==> src/rtl/fft_delay_ctrl_pkg.sv <==
// Shared types and helpers for the 4-point SDF FFT sequencer.
package fft_delay_ctrl_pkg;

  localparam int unsigned DNUM_W = 2;

  typedef enum logic [1:0] {
    FFT_IDLE  = 2'd0,
    FFT_CFG   = 2'd1,
    FFT_RUN   = 2'd2,
    FFT_FLUSH = 2'd3
  } fft_state_e;

  // Reverse the low w bits of v (w <= 8).
  function automatic logic [7:0] bit_rev(input logic [7:0] v, input int unsigned w);
    logic [7:0] r;
    r = '0;
    for (int unsigned i = 0; i < w; i++) begin
      r[3'(i)] = v[3'(w - 1 - i)];
    end
    return r;
  endfunction

endpackage

==> src/rtl/fft_delay_ctrl_if.sv <==
// Host handshake, sample framing and stage control bundle.
// Optional frames_done counter port when FFT_DELAY_CTRL_STAT_EN is defined.
interface fft_delay_ctrl_if
  import fft_delay_ctrl_pkg::*;
#(
  parameter int unsigned LOG2N   = 2,
  parameter int unsigned FRAME_W = 8
);

  logic                 start;
  logic [FRAME_W-1:0]   frames;
  logic                 in_valid;
  logic                 in_ready;
  logic                 busy;
  logic                 done;
  logic                 err;
  logic [DNUM_W-1:0]    dnum_s0;
  logic [DNUM_W-1:0]    dnum_s1;
  logic                 bf_sel_s0;
  logic                 bf_sel_s1;
  logic [LOG2N-2:0]     w_idx;
  logic                 out_valid;
  logic [LOG2N-1:0]     out_idx;
`ifdef FFT_DELAY_CTRL_STAT_EN
  logic [FRAME_W-1:0]   frames_done;
`endif

  // Host / pipeline side.
  modport master (
    output start, frames, in_valid,
    input  in_ready, busy, done, err, dnum_s0, dnum_s1,
           bf_sel_s0, bf_sel_s1, w_idx, out_valid, out_idx
`ifdef FFT_DELAY_CTRL_STAT_EN
    , input frames_done
`endif
  );

  // Controller side.
  modport slave (
    input  start, frames, in_valid,
    output in_ready, busy, done, err, dnum_s0, dnum_s1,
           bf_sel_s0, bf_sel_s1, w_idx, out_valid, out_idx
`ifdef FFT_DELAY_CTRL_STAT_EN
    , output frames_done
`endif
  );

endinterface

==> src/rtl/fft_delay_ctrl_tag_pipe.sv <==
// Fixed-depth shift register of {valid, index} tags following samples down the pipe.
module fft_tag_pipe #(
  parameter int unsigned DEPTH = 1,
  parameter int unsigned W     = 2
) (
  input  logic         clk,
  input  logic         rst_n,
  input  logic         in_valid,
  input  logic [W-1:0] in_idx,
  output logic         out_valid,
  output logic [W-1:0] out_idx
);

  logic [DEPTH-1:0] v_q;
  logic [W-1:0]     idx_q [DEPTH];

  // Shift tags one slot per cycle.
  always_ff @(posedge clk or negedge rst_n) begin
    if (!rst_n) begin
      v_q <= '0;
      for (int i = 0; i < int'(DEPTH); i++) idx_q[i] <= '0;
    end else begin
      v_q[0]   <= in_valid;
      idx_q[0] <= in_idx;
      for (int i = 1; i < int'(DEPTH); i++) begin
        v_q[i]   <= v_q[i-1];
        idx_q[i] <= idx_q[i-1];
      end
    end
  end

  assign out_valid = v_q[DEPTH-1];
  assign out_idx   = idx_q[DEPTH-1];

endmodule

==> src/rtl/fft_delay_ctrl.sv <==
// Sequencer for the 4-point radix-2 SDF FFT: run handshake, input framing,
// delay/butterfly/twiddle selects and output tags.
// Optional frames_done counter when FFT_DELAY_CTRL_STAT_EN is defined.
module fft_delay_ctrl
  import fft_delay_ctrl_pkg::*;
#(
  parameter int unsigned LOG2N   = 2,
  parameter int unsigned D_S0    = 2,
  parameter int unsigned D_S1    = 1,
  parameter int unsigned LAT_S0  = 3,
  parameter int unsigned LAT_S1  = 2,
  parameter int unsigned FRAME_W = 8
) (
  input  logic           clk,
  input  logic           rst_n,
  fft_delay_ctrl_if.slave bus
);

  localparam int unsigned N       = 1 << LOG2N;
  localparam int unsigned LAT_TOT = LAT_S0 + LAT_S1;
  localparam int unsigned FCNT_W  = 8;
  localparam int unsigned WIDX_W  = LOG2N - 1;

  fft_state_e           state_q;
  logic [LOG2N-1:0]     cnt_q;
  logic [FRAME_W-1:0]   fr_cnt_q;
  logic [FRAME_W-1:0]   frames_q;
  logic [FCNT_W-1:0]    fcnt_q;

  logic                 acc;
  logic                 last;
  logic [LOG2N-1:0]     tag_idx;
  logic                 t1_valid;
  logic [LOG2N-1:0]     t1_idx;
  logic                 to_valid;
  logic [LOG2N-1:0]     to_idx;

  // Sample accept, last-sample detect; idle tags carry index 0.
  assign acc     = bus.in_valid & bus.in_ready;
  assign last    = acc && (cnt_q == LOG2N'(N - 1)) && (fr_cnt_q == frames_q - FRAME_W'(1));
  assign tag_idx = acc ? cnt_q : '0;

  // Stage-1 tap; the final slot is the registered control below.
  fft_tag_pipe #(.DEPTH(LAT_S0 - 1), .W(LOG2N)) u_tap_s1 (
    .clk(clk), .rst_n(rst_n),
    .in_valid(acc), .in_idx(tag_idx),
    .out_valid(t1_valid), .out_idx(t1_idx)
  );

  // Output tap; the final slot is the registered out_valid/out_idx.
  fft_tag_pipe #(.DEPTH(LAT_TOT - 1), .W(LOG2N)) u_tap_out (
    .clk(clk), .rst_n(rst_n),
    .in_valid(acc), .in_idx(tag_idx),
    .out_valid(to_valid), .out_idx(to_idx)
  );

  // Run FSM with registered handshake, delay selects and stage-0 butterfly select.
  always_ff @(posedge clk or negedge rst_n) begin
    if (!rst_n) begin
      state_q       <= FFT_IDLE;
      cnt_q         <= '0;
      fr_cnt_q      <= '0;
      frames_q      <= '0;
      fcnt_q        <= '0;
      bus.in_ready  <= 1'b0;
      bus.busy      <= 1'b0;
      bus.done      <= 1'b0;
      bus.err       <= 1'b0;
      bus.dnum_s0   <= '0;
      bus.dnum_s1   <= '0;
      bus.bf_sel_s0 <= 1'b0;
    end else begin
      bus.done      <= 1'b0;
      bus.bf_sel_s0 <= acc & cnt_q[LOG2N-1];
      case (state_q)
        FFT_IDLE: begin
          if (bus.start) begin
            if (bus.frames != '0) begin
              frames_q    <= bus.frames;
              cnt_q       <= '0;
              fr_cnt_q    <= '0;
              bus.err     <= 1'b0;
              bus.busy    <= 1'b1;
              bus.dnum_s0 <= DNUM_W'(D_S0);
              bus.dnum_s1 <= DNUM_W'(D_S1);
              state_q     <= FFT_CFG;
            end else begin
              bus.done <= 1'b1;
            end
          end
        end
        FFT_CFG: begin
          bus.in_ready <= 1'b1;
          state_q      <= FFT_RUN;
        end
        FFT_RUN: begin
          if (!bus.in_valid) begin
            // Delay lines free-run, so any gap corrupts the frame.
            bus.err      <= 1'b1;
            bus.in_ready <= 1'b0;
            fcnt_q       <= '0;
            state_q      <= FFT_FLUSH;
          end else begin
            cnt_q <= cnt_q + LOG2N'(1);
            if (cnt_q == LOG2N'(N - 1)) fr_cnt_q <= fr_cnt_q + FRAME_W'(1);
            if (last) begin
              bus.in_ready <= 1'b0;
              fcnt_q       <= '0;
              state_q      <= FFT_FLUSH;
            end
          end
        end
        FFT_FLUSH: begin
          // done lands together with the last output tag.
          if (fcnt_q == FCNT_W'(LAT_TOT - 2)) begin
            bus.done    <= 1'b1;
            bus.busy    <= 1'b0;
            bus.dnum_s0 <= '0;
            bus.dnum_s1 <= '0;
            state_q     <= FFT_IDLE;
          end else begin
            fcnt_q <= fcnt_q + FCNT_W'(1);
          end
        end
        default: state_q <= FFT_IDLE;
      endcase
    end
  end

  // Stage-1 butterfly/twiddle selects and output tags.
  always_ff @(posedge clk or negedge rst_n) begin
    if (!rst_n) begin
      bus.bf_sel_s1 <= 1'b0;
      bus.w_idx     <= '0;
      bus.out_valid <= 1'b0;
      bus.out_idx   <= '0;
    end else begin
      bus.bf_sel_s1 <= t1_valid & t1_idx[0];
      bus.w_idx     <= (t1_valid & t1_idx[LOG2N-1]) ? WIDX_W'(t1_idx[0]) : '0;
      bus.out_valid <= to_valid;
      bus.out_idx   <= LOG2N'(bit_rev(8'(to_idx), LOG2N));
    end
  end

`ifdef FFT_DELAY_CTRL_STAT_EN
  // Saturating count of frames whose last bit-reversed sample was emitted.
  always_ff @(posedge clk or negedge rst_n) begin
    if (!rst_n) begin
      bus.frames_done <= '0;
    end else if (state_q == FFT_IDLE && bus.start && bus.frames != '0) begin
      bus.frames_done <= '0;
    end else if (to_valid && to_idx == LOG2N'(N - 1) && bus.frames_done != {FRAME_W{1'b1}}) begin
      bus.frames_done <= bus.frames_done + FRAME_W'(1);
    end
  end
`endif

endmodule

==> src/flat_wrapper.sv <==
// flat-port wrapper written by rule: the top's interface ports become plain ports
module fft_delay_ctrl_flat import fft_delay_ctrl_pkg::*;
#(
  parameter int unsigned LOG2N   = 2,
  parameter int unsigned D_S0    = 2,
  parameter int unsigned D_S1    = 1,
  parameter int unsigned LAT_S0  = 3,
  parameter int unsigned LAT_S1  = 2,
  parameter int unsigned FRAME_W = 8
)
  (clk, rst_n, bus_start, bus_frames, bus_in_valid, bus_in_ready, bus_busy, bus_done, bus_err, bus_dnum_s0, bus_dnum_s1, bus_bf_sel_s0, bus_bf_sel_s1, bus_w_idx, bus_out_valid, bus_out_idx);
  fft_delay_ctrl_if #(.LOG2N(LOG2N), .FRAME_W(FRAME_W)) bus_i ();
  input  logic clk;
  input  logic rst_n;
  input wire logic [$bits(bus_i.start)-1:0] bus_start;
  input wire logic [$bits(bus_i.frames)-1:0] bus_frames;
  input wire logic [$bits(bus_i.in_valid)-1:0] bus_in_valid;
  output wire logic [$bits(bus_i.in_ready)-1:0] bus_in_ready;
  output wire logic [$bits(bus_i.busy)-1:0] bus_busy;
  output wire logic [$bits(bus_i.done)-1:0] bus_done;
  output wire logic [$bits(bus_i.err)-1:0] bus_err;
  output wire logic [$bits(bus_i.dnum_s0)-1:0] bus_dnum_s0;
  output wire logic [$bits(bus_i.dnum_s1)-1:0] bus_dnum_s1;
  output wire logic [$bits(bus_i.bf_sel_s0)-1:0] bus_bf_sel_s0;
  output wire logic [$bits(bus_i.bf_sel_s1)-1:0] bus_bf_sel_s1;
  output wire logic [$bits(bus_i.w_idx)-1:0] bus_w_idx;
  output wire logic [$bits(bus_i.out_valid)-1:0] bus_out_valid;
  output wire logic [$bits(bus_i.out_idx)-1:0] bus_out_idx;
  assign bus_i.start = bus_start;
  assign bus_i.frames = bus_frames;
  assign bus_i.in_valid = bus_in_valid;
  assign bus_in_ready = bus_i.in_ready;
  assign bus_busy = bus_i.busy;
  assign bus_done = bus_i.done;
  assign bus_err = bus_i.err;
  assign bus_dnum_s0 = bus_i.dnum_s0;
  assign bus_dnum_s1 = bus_i.dnum_s1;
  assign bus_bf_sel_s0 = bus_i.bf_sel_s0;
  assign bus_bf_sel_s1 = bus_i.bf_sel_s1;
  assign bus_w_idx = bus_i.w_idx;
  assign bus_out_valid = bus_i.out_valid;
  assign bus_out_idx = bus_i.out_idx;
  fft_delay_ctrl #(.LOG2N(LOG2N), .D_S0(D_S0), .D_S1(D_S1), .LAT_S0(LAT_S0), .LAT_S1(LAT_S1), .FRAME_W(FRAME_W)) u_core (.clk(clk), .rst_n(rst_n), .bus(bus_i));
endmodule
==> config.mk <==
export PLATFORM = sky130hd
export DESIGN_NAME = fft_delay_ctrl_flat
export DESIGN_NICKNAME = d
export VERILOG_FILES = /design/src/rtl/fft_delay_ctrl_pkg.sv /design/src/rtl/fft_delay_ctrl_if.sv /design/src/rtl/fft_delay_ctrl_tag_pipe.sv /design/src/rtl/fft_delay_ctrl.sv /design/src/flat_wrapper.sv
export SDC_FILE = /design/constraint.sdc
export NUM_CORES = 1
export LEC_CHECK = 0
export CAP_MARGIN = 20
export CORE_UTILIZATION = 50
export CTS_CLUSTER_DIAMETER = 100
export CTS_CLUSTER_SIZE = 40
export DETAILED_ROUTE_END_ITERATION = 10
export PLACE_DENSITY = 0.72
export SLEW_MARGIN = 20
export SYNTH_ARGS = -nofsm -noshare
export SYNTH_HDL_FRONTEND = slang
export SYNTH_SLANG_ARGS = --single-unit
==> constraint.sdc <==
create_clock -name clk -period 4.2 [get_ports clk]
set_input_delay 0.84 -clock clk [delete_from_list [all_inputs] [get_ports clk]]
set_output_delay 0.84 -clock clk [all_outputs]
set_load 0.01 [all_outputs]
---- Word level (Yosys, flattened, before mapping) ----
Index checks and enable logic that the tools add are counted.
cells by class
  eq/ne operators ......................... 14
  $add $sub $neg .......................... 4
  reductions and logical operators ........ 16
  multiplexer cells ....................... 40
  bitwise gates (word level) .............. 4
operators with widths
  kind                                                                   number
  8-bit 2-to-1 mux                                                       7
  8-bit case mux with 2 select lines                                     2
  2-bit 2-to-1 mux                                                       11
  8-bit by 1-bit adder with 8-bit output, second input constant          2
  4-bit AND reduction                                                    4
  1-bit 2-to-1 mux                                                       12
  2-bit case mux with 2 select lines                                     3
  8-bit by 2-bit equality test with 1-bit output, second input constant  1
  8-bit equality test                                                    1
  2-bit != test, second input constant                                   4
  1-bit case mux with 2 select lines                                     4
  2-bit case mux with 4 select lines                                     1
  2-bit nonzero test                                                     4
  8-bit nonzero test                                                     1
  8-bit by 1-bit subtractor with 8-bit output, second input constant     1
  2-bit equality test, second input constant                             3
  2-bit by 1-bit != test with 1-bit output, second input constant        3
  3-bit AND reduction                                                    2
  5-bit AND reduction                                                    1
  1-bit bitwise AND                                                      4
  3-bit by 2-bit != test with 1-bit output, second input constant        1
  2-bit by 1-bit adder with 2-bit output, second input constant          1
  2-bit by 1-bit equality test with 1-bit output, second input constant  1
  1-bit logical AND                                                      2
  2 further kinds                                                        2
storage, ports and cells
  register bits ........................... 56
  logic and storage cells ................. 100
  output and inout port bits .............. 14
  input bits .............................. 12

---- Depth between registers and ports, before layout ----
Gate-level depths: netlist of the first run.
  depth after elaboration ................. 6
  mapped depth ............................ 9
  mapped depth without buffers ............ 8

---- Hierarchy ----
A second synthesis of the first run with hierarchy kept.
second synthesis, totals
  cells, all modules ...................... 240
  area, all modules ....................... 2666.3 um2
by module, submodules not included
  module                            area each (um2)  times used  cells an instance  seq. area each (um2)
  fft_delay_ctrl                    2185.8           1           218                950.9
  fft_tag_pipe at u_core.u_tap_out  315.3            1           14                 300.3
  fft_tag_pipe at u_core.u_tap_s1   165.2            1           8                  150.1

---- Least setup slack after synthesis of the first run ----
OpenSTA, ideal clock, no wires.
  path kind ............................... input to register
  start point ............................. input bus_frames[5]
  end point ............................... register u_core.frames_q[0]
  arrival time ............................ 2.498 ns
  stages on the path ...................... 7
  slack ................................... 1.577 ns
  setup time .............................. 0.125 ns
  data required time ...................... 4.075 ns
  buffers on the path ..................... 2
  cells stage by stage .................... or4_1 -> o21ai_1 -> and2_1 -> buf_2 -> nand2b_1 -> buf_4 -> mux2_2
on the way
  cells in the longest elaborated chain, start to end .. 2
RTL lines
  what                                  line                  source
  start, declared                       flat_wrapper.sv:16    input wire logic [$bits(bus_i.frames)-1:0] bus_frames;
  8-bit nonzero test                    fft_delay_ctrl.sv:78  if (bus.frames != '0) begin
  3-bit AND reduction (no source line)  -
  end signal, assigned                  fft_delay_ctrl.sv:79  frames_q <= bus.frames;
  end, declared                         fft_delay_ctrl.sv:27  logic [FRAME_W-1:0] frames_q;
No other way between the ends.
A chain may end at the register's enable or synchronous reset.

---- Final worst setup path of the first run ----
  start point ............................. input bus_frames[1]
  end point ............................... register u_core.frames_q[1]
on the way
  cells in the longest elaborated chain, start to end .. 2
RTL lines
  what                                  line
  8-bit nonzero test                    fft_delay_ctrl.sv:78
  3-bit AND reduction (no source line)  -
Several ways; a longest one is shown, not always the timed one.

==> run metrics, run 1 <==
Avg Vias per Cell 5.75; most frequent cells in the layout 49 x dfrtp_1, 22 x clkdlybuf4s50_1, 17 x nor2_1, 13 x xor2_1; commonest non-fill, non-tap cell in the layout dfrtp_1; ant diodes 0; Top Ports 26; CTS clk-pin slew, worst paths 0.09 ns; Final GP Congestion 0.825; Hold WC Path Type register to register; top_reg_cell synth dfrtp_1; slowest stage cell, crit path or4_1; number of global-route vias before repair 1,597; Detail Route Antenna Nets 0; Rows 24; nets@finish 260; final critical-path required period 3.00 ns; worst-path cell chain clkdlybuf4s50_1 -> or4_1 -> o21ai_1 -> and2_1 -> nand2b_1 -> mux2_2; pin count of the biggest net entering global routing 50; Worst-Skew Late Latency 0.30 ns; Mean Syn Cell Area 11.0 sq um; skew final 0.00314 ns; initial core utilization 53.6%; Yosys reg bits 49; area of the die 0.00508 sq mm; WL final 4520 um; DP Area 0.00263 sq mm; post-CTS setup buffer count 0; Async S/R FF share, synth 100%; slew margin rel. 53.0%; clk sinks 49; CP bufs+invs 1; nature of the critical path startpoint input port; initial drt markers 123; EDFF count, synth 0; max-slew violations 0; htree depth 2; Hold Fails Final Rpt 0; cell area after layout 0.00273 sq mm; gr ovfl total 0; Vert. Die Dim 71.3 um; Max Cap Viol 0; slew at the pin with the worst max-slew slack 0.699 ns; violated checks DRC; final std cells w/o fill 293; synthesized area 0.00240 sq mm; kind of cell adding the most delay to the critical path simple AND/OR/NAND/NOR gates; Syn. warnings 0; drt pass-1 iters 7; final setup fails 0; Fin Hold WS 0.355 ns; CP endpoint kind register; Worst EP required 4.40 ns; Final HPWL DP 3300 um; TritonCTS clock tree done; Max IR drop VDD 0.362 mV; PwrDens 625 mW/mm^2; Syn Inst Count 218; Post-CTS Resized 0; RSZ-0062 raised after global routing no; Num CTS Buffers 5; Routed WL per cell 15.4 um; Max Fclk 0.333 GHz; critical path type input port to register; input/output buffers 23; Clock Path Buffers 2; period utilization 71.5%; Cell variety after synth 50; CP peak stage delay 0.57 ns; placed instance count 285; Pleak 0.00125 uW; share of cells above drive strength 1 10.8%; Seq/Total Area, Yosys 51.1%; root buffer cell clkbuf_8; DRC viols 4; total number of vias 1,684; Core ar. 0.00447 sq mm; count of hold-fix buffers inserted at cts 0; crit-path max FO 9; Die W 71.3 um; first-pass GRT wire length 7530 um; Setup TNS 0 ns; initial antenna violation count 0; status complete, but fails checks; CP arrival 3.20 ns; Area growth syn-to-layout 13.6%; all-layer global routing usage 19.9%
worst reg2reg max path: stages, from the launching register on:
cell and delay [ns]:
dfrtp_1 0.46, inv_1 0.08, ha_1 0.24, nand2b_1 0.17, o211a_1 0.13, o31ai_1 0.39
o221ai_1 0.29, or2_1 0.38, mux2_4 0.29
cell type report:
| type | count | area (sq um) |
|---|---|---|
| Clock buffer | 5 | 68.8 |
| Clock inverter | 3 | 22.5 |
| Fill cell | 368 | 1750 |
| Inverter | 10 | 37.5 |
| Multi-Input combinational cell | 151 | 1080 |
| Sequential cell | 49 | 1230 |
| Tap cell | 52 | 65.1 |
| Timing Repair Buffer | 23 | 228 |
flip-flops by register name (all words and copies together), names as in the netlist, 3 cells and up:
signal,flops
u_core.u_tap_out.v_q,3
u_core.fcnt_q,8
u_core.fr_cnt_q,8
u_core.frames_q,8
logic make-up after synthesis:
logic type / share of synthesized area [%]
simple gates: 17.3
flops: 51.1
compound gates: 12.7
buf+inv: 4.12
xor+xnor: 6.15
mux: 4.38
fa+ha+maj: 4.17
other cells: 0.156
per-layer routing:
metal | routed length (um) | global-route usage [%]
met3 | 183 | 4.78
met4 | 74 | 8.00
met2 | 1970 | 29.2
met1 | 2300 | 28.5
met5 | 0 | 0
report_power, final:
group          internal (uW)  switching [uW]  total, uW
Sequential               590             121        711
Combinational            319             398        717
Clock                    118             157        275
stage by stage:
| step | setup WS (ns) | util [%] | total power, uW |
|---|---|---|---|
| 2_1_floorplan | 1.58 | - | 1240 |
| 3_3_place_gp | 0.924 | 58.8 | 1420 |
| 3_5_place_dp | 0.889 | 58.8 | 1440 |
| 4_1_cts | 1.21 | 60.9 | 1720 |
| 5_1_grt | 1.07 | 60.9 | 1830 |
| 6_report | 1.20 | 60.9 | 1700 |
path summary, 6_finish.rpt:
path | start | endpoint | slack, ns | cells after the start
max in group asynchronous | rst_n | u_core.bus.out_idx[0] | 3.27 | 1
worst max register to register | u_core.frames_q[0] | u_core.fcnt_q[0] | 1.66 | 8
worst min-delay path | u_core.u_tap_s1.idx_q[2] | u_core.u_tap_s1.out_idx[0] | 0.35 | 0
worst min register to register | u_core.u_tap_s1.idx_q[2] | u_core.u_tap_s1.out_idx[0] | 0.35 | 0
min in group asynchronous | rst_n | u_core.bus.out_idx[1] | 0.54 | 1
worst max-delay path | bus_frames[1] | u_core.frames_q[1] | 1.20 | 6
synth_stat cells, types with 3 or more instances:
master / number / share of area, %
a21oi_1: 6 / 1.3
and3_1: 7 / 1.8
buf_4: 5 / 1.6
dfrtp_1: 49 / 51
ha_1: 8 / 4.2
inv_1: 9 / 1.4
mux2_2: 7 / 3.3
nand2_1: 9 / 1.4
nand2b_1: 3 / 0.78
nand3_1: 6 / 1.3
nand3b_1: 5 / 1.6
nand4_1: 6 / 1.6
nor2_1: 17 / 2.7
nor3_1: 6 / 1.3
o21ai_0: 9 / 1.9
o21ai_1: 6 / 1.3
o31ai_1: 7 / 2.2
xor2_1: 13 / 4.7
Note: power is estimated with default switching activity, not from simulation.
==> run 2, diff against run 1 <==
PLACE_DENSITY = 0.75   (was 0.72)
clock period = 2.4 ns   (was 4.2 ns; I/O delays follow)
==> run metrics, run 2 (same netlist as run 1, synthesis figures left out) <==
area of the die 0.00508 sq mm; nature of the critical path startpoint register; TritonCTS clock tree done; cell area after layout 0.00294 sq mm; top flop regs u_core.fcnt_q x8, u_core.fr_cnt_q x8, u_core.frames_q x8; CP peak stage delay 0.40 ns; skew final 0.00382 ns; slew at the pin with the worst max-slew slack 0.626 ns; Worst EP required 2.59 ns; sw power 1250 uW; violated checks DRC; post-CTS setup buffer count 0; Vert. Die Dim 71.3 um; most frequent cells in the layout 49 x dfrtp_1, 22 x clkdlybuf4s50_1, 22 x buf_4, 17 x nor2_1, 13 x xor2_1; total number of vias 1,786; Hold Fails Final Rpt 0; max-slew violations 0; gr ovfl total 0; pin count of the biggest net entering global routing 21; Max IR drop VDD 0.525 mV; first-pass GRT wire length 8380 um; Sw Ratio 37.2%; ant diodes 0; WL final 4870 um; final setup fails 0; Final GP Congestion 0.812; number of fill cells 356; initial drt markers 142; all-layer global routing usage 21.1%; combinational cell fraction of total power 46.1%; DRC viols 3; root buffer cell clkbuf_8; Hold WC Path Type input port to async pin; CP bufs+invs 1; input/output buffers 23; cell depth of the worst setup path 8; Detail Route Antenna Nets 0; CP endpoint kind register; Top Ports 26; slowest stage cell, crit path o311a_4; nets@finish 283; Pleak 0.00138 uW; htree depth 2; Area growth syn-to-layout 22.7%; share of cells above drive strength 1 19.3%; Core ar. 0.00447 sq mm; worst r2r path cells 8; count of hold-fix buffers inserted at cts 0; slew margin rel. 57.9%; CP arrival 2.46 ns; P_int 2100 uW; Worst-Skew Late Latency 0.30 ns; Rows 24; number of global-route vias before repair 1,778; Setup TNS 0 ns; Avg Vias per Cell 5.65; Die W 71.3 um; status complete, but fails checks; Routed WL per cell 15.4 um; Reg power frac 36.4%; initial antenna violation count 0; worst-path cell chain inv_1 -> ha_1 -> xor2_1 -> and4_1 -> o211ai_2 -> o311a_4 -> or2_1 -> mux2_4; Max Fclk 0.440 GHz; clk sinks 49; Num CTS Buffers 5; drt pass-1 iters 7; clock power share 17.5%; kind of cell adding the most delay to the critical path compound AO/OA/AOI/OAI gates; Final HPWL DP 3690 um; period utilization 94.7%; CTS clk-pin slew, worst paths 0.09 ns; final critical-path required period 2.27 ns; commonest non-fill, non-tap cell in the layout dfrtp_1; initial core utilization 53.6%; Max Cap Viol 0; Clock Path Buffers 2; crit-path max FO 4; DP Area 0.00282 sq mm; PwrDens 1140 mW/mm^2; critical path type register to register
==> run 2: metrics by stage <==
stage	util [%]	instances	hold slack [ns]	setup WS, ns	total power [uW]
5_1_grt	65.8	316	0.134	-0.00330	3570
2_1_floorplan	-	219	0.184	0.116	2180
6_report	65.8	316	0.101	0.126	3350
3_3_place_gp	63.0	308	0.334	-0.137	2730
4_1_cts	65.5	316	0.112	0.0716	3350
3_5_place_dp	63.0	308	0.335	-0.151	2760
==> run 2: power by group through the flow <==
stage | Clock [uW] | Combinational (uW) | Sequential (uW)
4_1_cts | 597 | 1530 | 1220
3_5_place_dp | 0 | 1520 | 1240
5_1_grt | 623 | 1700 | 1250
6_report | 585 | 1540 | 1220
3_3_place_gp | 0 | 1500 | 1230
2_1_floorplan | 0 | 976 | 1200
==> run 2: layer usage <==
layer / track usage [%] / vias to the layer above / share of wire, %
met5: 0 / - / 0
met4: 5.11 / 0 / 0.90
met3: 4.22 / 5 / 3.5
met2: 33.0 / 39 / 45
met1: 30.6 / 882 / 50
li1: - / 860 / -
==> run 2: cell type report <==
class                      count  area [sq um]  area share, %
clock buffer                   5          68.8           2.34
clock inverter                 3          46.3           1.57
inverter                      10          37.5           1.27
multi-input combinational    151          1090           37.0
sequential                    49          1230           41.6
tap                           52          65.1           2.21
timing repair buffer          46           410           13.9
==> run 2: final timing paths <==
path | start | endpoint | slack [ns]
min | rst_n | u_core.fcnt_q[5] | 0.10
min in group clk | u_core.u_tap_out.idx_q[2] | u_core.u_tap_out.out_idx[0] | 0.36
max reg2reg | u_core.frames_q[0] | u_core.fcnt_q[0] | 0.13
max in group asynchronous | rst_n | u_core.bus.in_ready | 1.72
max | u_core.frames_q[0] | u_core.fcnt_q[0] | 0.13
min reg2reg | u_core.u_tap_out.idx_q[2] | u_core.u_tap_out.out_idx[0] | 0.36
==> run 2: what timing repair did <==
action	CTS	global route
setup endpoints to repair	0	1
hold endpoints to repair	0	0
gates resized for setup	0	2
==> run 2: worst register-to-register path, delay by kind of cell (launching register included) <==
family	cells	cell delay, ns
AO/OA/AOI/OAI	2	0.52
buffers and inverters	1	0.05
AND/OR/NAND/NOR	2	0.50
multiplexers	1	0.27
XOR/XNOR	1	0.14
flip-flops	1	0.36
adder cells (fa/ha/maj)	1	0.32
==> run 3, diff against run 2 <==
CORE_MARGIN = 2   (was default)
==> run metrics, run 3 (same netlist as run 1, synthesis figures left out) <==
Max Cap Viol 0; slew margin rel. 66.0%; critical path type register to register; CTS clk-pin slew, worst paths 0.09 ns; Hold Fails Final Rpt 0; WL final 4560 um; top flop regs u_core.fcnt_q x8, u_core.fr_cnt_q x8, u_core.frames_q x8; number of global-route vias before repair 1,597; total number of vias 1,728; Routed WL per cell 14.3 um; Sw Ratio 37.9%; max-slew violations 0; number of fill cells 388; skew final 0.00511 ns; combinational cell fraction of total power 48.0%; clk sinks 49; Max IR drop VDD 0.587 mV; initial antenna violation count 0; share of cells above drive strength 1 18.9%; count of hold-fix buffers inserted at cts 0; most frequent cells in the layout 49 x dfrtp_1, 22 x clkdlybuf4s50_1, 22 x buf_4, 17 x nor2_1, 13 x xor2_1; Final GP Congestion 0.817; TritonCTS clock tree done; cell area after layout 0.00292 sq mm; pin count of the biggest net entering global routing 30; Final HPWL DP 3540 um; Rows 25; Max Fclk 0.431 GHz; Detail Route Antenna Nets 0; CP endpoint kind register; ant diodes 0; commonest non-fill, non-tap cell in the layout dfrtp_1; min setup slack post-route 0.0799 ns; area of the die 0.00537 sq mm; clock power share 14.7%; Setup WS pre-CTS -0.154 ns; Avg Vias per Cell 5.43; initial core utilization 51.5%; input/output buffers 23; root buffer cell clkbuf_8; htree depth 2; first-pass GRT wire length 7530 um; post-CTS setup buffer count 0; Hold WC Path Type input port to async pin; PwrDens 1110 mW/mm^2; status complete, no violations; Top Ports 26; gr ovfl total 0; final setup fails 0; nets@finish 283; final critical-path required period 2.32 ns; P_int 2020 uW; drt pass-1 iters 4; Pleak 0.00136 uW; Worst-Skew Late Latency 0.30 ns; crit-path max FO 6; worst r2r path cells 9; period utilization 96.7%; all-layer global routing usage 18.6%; total power 3250 uW; DP Area 0.00282 sq mm; Core ar. 0.00466 sq mm; Reg power frac 37.3%; sw power 1230 uW; nature of the critical path startpoint register; DRC viols 0; Num CTS Buffers 5; Worst EP required 2.65 ns; initial drt markers 123; RSZ-0062 raised after global routing no; Area growth syn-to-layout 21.6%; CP arrival 2.57 ns; Clock Path Buffers 2; R2R setup slack 0.08 ns; slew at the pin with the worst max-slew slack 0.510 ns; Vert. Die Dim 73.3 um; Die W 73.3 um
-- run 3: cell types whose count changed in the layout (fill, tap and decap cells not counted), sizes merged --
cell      previous run  this run
bufinv               1         0
clkinv               2         1
clkinvlp             1         3
-- run 3: per-stage QoR --
step / setup TNS [ns] / hold slack [ns] / util, % / instances
4_1_cts: 0 / 0.153 / 62.5 / 318
6_report: 0 / 0.140 / 62.6 / 318
3_5_place_dp: -2.03 / 0.336 / 60.5 / 310
3_3_place_gp: -1.67 / 0.334 / 60.5 / 310
2_1_floorplan: 0 / 0.184 / - / 219
5_1_grt: 0 / 0.168 / 62.6 / 318
-- run 3: critical path: stages (launching register included) --
cell	delay (ns)
dfrtp_1	0.37
inv_1	0.05
ha_1	0.32
xor2_1	0.14
and4_1	0.23
o211ai_2	0.11
o311a_4	0.41
buf_4	0.16
nor3_1	0.27
mux2_4	0.20
-- run 3: metal layers --
layer	vias up	track usage (%)	share of wire, %
li1	866	-	-
met5	-	0	0
met4	0	7.41	1.3
met2	42	26.9	43
met3	4	3.98	4.5
met1	816	27.3	51
-- run 3: what timing repair did --
action	CTS	global route
resized for setup	0	1
endpoints found under the setup margin	0	2
endpoints found under the hold margin	0	0
-- run 3: area by class of cell --
| class | count | area, sq um | area share, % |
|---|---|---|---|
| Tap cell | 54 | 67.6 | 2.32 |
| Multi-Input combinational cell | 151 | 1080 | 37.2 |
| Inverter | 10 | 37.5 | 1.29 |
| Clock inverter | 3 | 22.5 | 0.772 |
| Clock buffer | 5 | 68.8 | 2.36 |
| Sequential cell | 49 | 1230 | 42.0 |
| Timing Repair Buffer | 46 | 410 | 14.1 |
-- run 3: power groups by stage --
stage | logic [uW] | clock network (uW) | registers, uW
6_report | 1560 | 477 | 1210
5_1_grt | 1710 | 524 | 1250
4_1_cts | 1550 | 494 | 1220
3_5_place_dp | 1550 | 0 | 1230
3_3_place_gp | 1520 | 0 | 1220
2_1_floorplan | 976 | 0 | 1200
-- run 3: final timing paths --
path                                          from                 endpoint
max in group asynchronous                    rst_n       u_core.frames_q[4]
setup reg to reg                u_core.frames_q[0]         u_core.fcnt_q[0]
setup / recovery                u_core.frames_q[0]         u_core.fcnt_q[0]
hold reg to reg            u_core.u_tap_out.v_q[2]  u_core.u_tap_out.v_q[3]
hold / removal                               rst_n         u_core.fcnt_q[0]
min in group clk           u_core.u_tap_out.v_q[2]  u_core.u_tap_out.v_q[3]
